File: config.mk
export PLATFORM = sky130hd
export DESIGN_NAME = sdram_gap_timer
export DESIGN_NICKNAME = d
export VERILOG_FILES = /design/src/rtl/sdram_pkg.sv /design/src/rtl/sdram_gap_timer.sv
export SDC_FILE = /design/constraint.sdc
export NUM_CORES = 1
export LEC_CHECK = 0
export ABC_AREA = 0
export BUFFER_PORTS_ARGS = -buffer_cell sky130_fd_sc_hd__buf_2
export CAP_MARGIN = 20
export CORE_AREA = 5 5 42 44
export DETAILED_ROUTE_END_ITERATION = 10
export DIE_AREA = 0 0 47 49
export PLACE_DENSITY = 0.44
export SETUP_SLACK_MARGIN = 0.05
export SKIP_CTS_REPAIR_TIMING = 1
export SLEW_MARGIN = 10
export SYNTH_ARGS = -nofsm -noshare
export SYNTH_HDL_FRONTEND = slang
export SYNTH_SLANG_ARGS = --single-unit
File: constraint.sdc
create_clock -name clk_i -period 1.76 [get_ports clk_i]
set_input_delay 0 -clock clk_i [delete_from_list [all_inputs] [get_ports clk_i]]
set_output_delay 0 -clock clk_i [all_outputs]
set_load 0.005 [all_outputs]
File: src/rtl/sdram_pkg.sv
// Shared SDRAM command encodings, error codes and init-checker state encoding.
// The controller init/refresh blocks use the same constants.
package sdram_pkg;

  // Command bus width and address width
  localparam int CMD_W     = 4;
  localparam int ADDR_W    = 13;
  localparam int PWR_CNT_W = 15;
  localparam int GAP_CNT_W = 4;

  // {cs_n, ras_n, cas_n, we_n} encodings
  localparam logic [CMD_W-1:0] CMD_NOP  = 4'b0111;
  localparam logic [CMD_W-1:0] CMD_PRE  = 4'b0010;
  localparam logic [CMD_W-1:0] CMD_AREF = 4'b0001;
  localparam logic [CMD_W-1:0] CMD_MSET = 4'b0000;

  // Violation codes; 0 and 7 are reserved
  localparam logic [2:0] ERR_NONE          = 3'd0;
  localparam logic [2:0] ERR_EARLY         = 3'd1;
  localparam logic [2:0] ERR_ORDER         = 3'd2;
  localparam logic [2:0] ERR_TIMING        = 3'd3;
  localparam logic [2:0] ERR_PRE_NOT_ALL   = 3'd4;
  localparam logic [2:0] ERR_MODE_MISMATCH = 3'd5;
  localparam logic [2:0] ERR_ILLEGAL       = 3'd6;

  typedef enum logic [2:0] {
    KIND_NOP,
    KIND_PRE,
    KIND_AREF,
    KIND_MSET,
    KIND_OTHER
  } cmd_kind_e;

  typedef enum logic [2:0] {
    ST_POWERUP,
    ST_WAIT_PRE,
    ST_WAIT_AREF,
    ST_GAP,
    ST_MRD,
    ST_READY,
    ST_ERROR
  } init_state_e;

  // Deselect (cs_n=1) is folded into NOP; any unlisted selected code is OTHER
  function automatic cmd_kind_e decodeCmd(input logic [CMD_W-1:0] code);
    cmd_kind_e kind;
    if (code[3] || code == CMD_NOP) begin
      kind = KIND_NOP;
    end else if (code == CMD_PRE) begin
      kind = KIND_PRE;
    end else if (code == CMD_AREF) begin
      kind = KIND_AREF;
    end else if (code == CMD_MSET) begin
      kind = KIND_MSET;
    end else begin
      kind = KIND_OTHER;
    end
    return kind;
  endfunction

endpackage

File: src/rtl/sdram_gap_timer.sv
// Loadable down-counter with zero and last-cycle flags. Shared by the
// PRE/AREF spacing window and the mode-register settle window.
module sdram_gap_timer
  import sdram_pkg::*;
(
  input  logic                 clk_i,
  input  logic                 rst_i,
  input  logic                 load_i,
  input  logic [GAP_CNT_W-1:0] loadVal_i,
  output logic                 zero_o,
  output logic                 last_o
);

  logic [GAP_CNT_W-1:0] cnt_q;
  logic [GAP_CNT_W-1:0] cnt_d;

  // Load wins over counting; the counter parks at zero
  always_comb begin
    cnt_d = cnt_q;
    if (load_i) begin
      cnt_d = loadVal_i;
    end else if (cnt_q != '0) begin
      cnt_d = cnt_q - 1'b1;
    end
  end

  // Counter register with synchronous reset
  always_ff @(posedge clk_i) begin
    if (rst_i) begin
      cnt_q <= '0;
    end else begin
      cnt_q <= cnt_d;
    end
  end

  assign zero_o = (cnt_q == '0);
  assign last_o = (cnt_q == GAP_CNT_W'(1));

endmodule

==> results.cfg <==
[clock_network]
cts.sinks = 4
htreeDepth = 1
cts_tree = built
cts_buffer_depth = 2
insertion_delay_ns = 0.23
cts_made_buffers = 3
clkSlewWorstSetupHoldPaths_ns = 0.04
ctsRootBufferMaster = clkbuf_4

[final_layout]
areaGrowthSynthToFinish_pct = 33.17
final_area_um2 = 331.6
final_layout_size_suffix_gt1_frac = 0.4324
fill_cells = 162
largest_reg_flops = 4
nets = 48
max_flop_register = cnt_q
insertedDiodeCount = 0
top_regs = cnt_q: 4 flops

[timing]
skew_ns = 0.002222
rsz0062_at_grt = no
slew_headroom = 0.8394
worst_pin_slew_ns = 0.2406
setup_violations = 0
whs_ns = -0.001492
fin_crit_ns = 1.415
fmax_mhz = 706.6
slew_viol_final = 0
hold_violations = 1
tns_ns = 0
fin_crit_sh = 0.8041

[detailed_routing]
wl_per_cell_um = 9.377
drt_wl_total_um = 497
drt-initial-drc-count = 0
route.detailed.drc = 0
first_pass_iters = 1
ant_nets = 0
avgViaCountPerCell = 4.038
vias = 214

[worst_setup_path]
path_buf_inv = 1
regToRegSetupSlack_ns = 0.34
crit_fanout = 4
crit_arrival_ns = 1.58
worstPathRequired_ns = 1.92
cp-end-kind = flip-flop
cp_slowest_stage_delay_ns = 0.36
crit_chain = inv_1, ha_1, nor3b_4, mux2_2, o22ai_1
critPathTopFamily = multiplexers
slowest_stage = mux2_2
worst_setup_path_start_kind = flip-flop
path_class = reg2reg

[place]
gp_congestion = 0.6343
portBuffers = 8
dpl.hpwl_um = 406.2
placed_cell_area_um2 = 309.0

[power_and_ir_drop]
p_leak_uw = 0.0001433
peakVddDrop_uv = 363.6
p_per_area_nw_per_um2 = 969.3

[job]
drv_cap = 0

[floorplan]
die_area_um2 = 2303
dieHeight_um = 49
rows = 14
start_util = 0.1777
top_level_ports = 9
die_x_um = 47
coreArea_um2 = 1401

[logic_synthesis]
netlist_top_cells_area = dfxtp_1 32%, ha_1 10%, nor3b_4 7.5%
yosys.area.top_type_share = 0.3216
yosysTopAreaCell = dfxtp_1
syn_inst = 26
seq_area_frac_synth = 0.3216
synth_edf_count = 0
syn_nets = 35
synth.distinct_cells = 15
ys_ff_latch = 4
synth_most_common_cell = dfxtp_1
synth_area_per_cell_um2 = 9.577
synth_common_cells = 4 x dfxtp_1, 3 x nand2_1
mappedNetlistArea_um2 = 249.0
async_flop_share = 0
yosys_warnings = 0
synthFlopType = dfxtp_1

[global_routing]
grt_pass1_wl_um = 890
overflow = 0
grt_use_total = 0.05489
antenna_found_initial = 0
first_global_vias = 222
grt_max_degree = 7

[status]
status = complete, but fails checks
failed_checks = negative hold slack

[hold_path]
min_path_type = in2reg
[path summary, 6_finish.rpt]
| check | cells past startpoint | end | from |
|---|---|---|---|
| worst min-delay path | 2 | cnt_q[2] | rst_i |
| worst max-delay path | 5 | cnt_q[1] | cnt_q[0] |
| worst min register to register | 3 | cnt_q[3] | cnt_q[1] |
| worst max register to register | 5 | cnt_q[1] | cnt_q[0] |
[per-layer routing]
| metal | global-route usage | part of all wire | up-vias |
|---|---|---|---|
| li1 | - | - | 113 |
| met1 | 0.06140 | 0.42 | 93 |
| met2 | 0.07466 | 0.47 | 8 |
| met3 | 0.01845 | 0.11 | 0 |
| met4 | 0.05530 | 0 | 0 |
| met5 | 0 | 0 | - |
[layout by cell type (no fill, tap or decap)]
cell,Yosys,layout
nor3b_4,1,1
nor2b_1,2,2
nor3b_1,1,1
and3b_2,1,1
clkbuf_4,0,3
dfxtp_1,4,4
nor3_1,2,2
ha_1,2,2
mux2_2,1,1
xnor2_1,2,2
nand2_1,3,3
inv_1,2,2
o22ai_1,2,2
or2_2,1,1
o32ai_1,1,1
buf_2,0,8
nor3_2,1,1
[area by class of cell]
| type | count | area, µm² | share of cell area |
|---|---|---|---|
| multi-input cells | 20 | 161.4 | 0.4868 |
| flip-flops and latches | 4 | 80.08 | 0.2415 |
| inverters | 2 | 7.507 | 0.02264 |
| repair buffers | 8 | 40.04 | 0.1208 |
| clock buffers | 3 | 22.52 | 0.06792 |
| well taps | 16 | 20.02 | 0.06038 |
[stage by stage]
stage / cells / utilization / power (µW) / worst slack, ns
finish: 53 / 0.2366 / 321.4 / 0.3448
global route: 53 / 0.2366 / 350.1 / 0.2044
CTS: 53 / 0.2366 / 328.1 / 0.3284
detailed placement: 50 / 0.2205 / 211.7 / 0.3409
global placement: 50 / 0.2205 / 214.5 / 0.3398
floorplan: 26 / - / 183.8 / 0.4132
[cell families (layout without fill, tap and decap cells)]
family,after synthesis,after routing,synth area share
xor+xnor,2,2,0.07036
buf+inv,2,13,0.03016
mux,1,1,0.04522
compound gates,3,3,0.08543
simple gates,12,12,0.3468
fa+ha+maj,2,2,0.1005
flops,4,4,0.3216
[power by group]
group	internal, µW	switching (µW)
sequential	102	13.0
combinational	54.9	39.3
clock	76.1	35.6
Power figures use the tool's default switching activity.
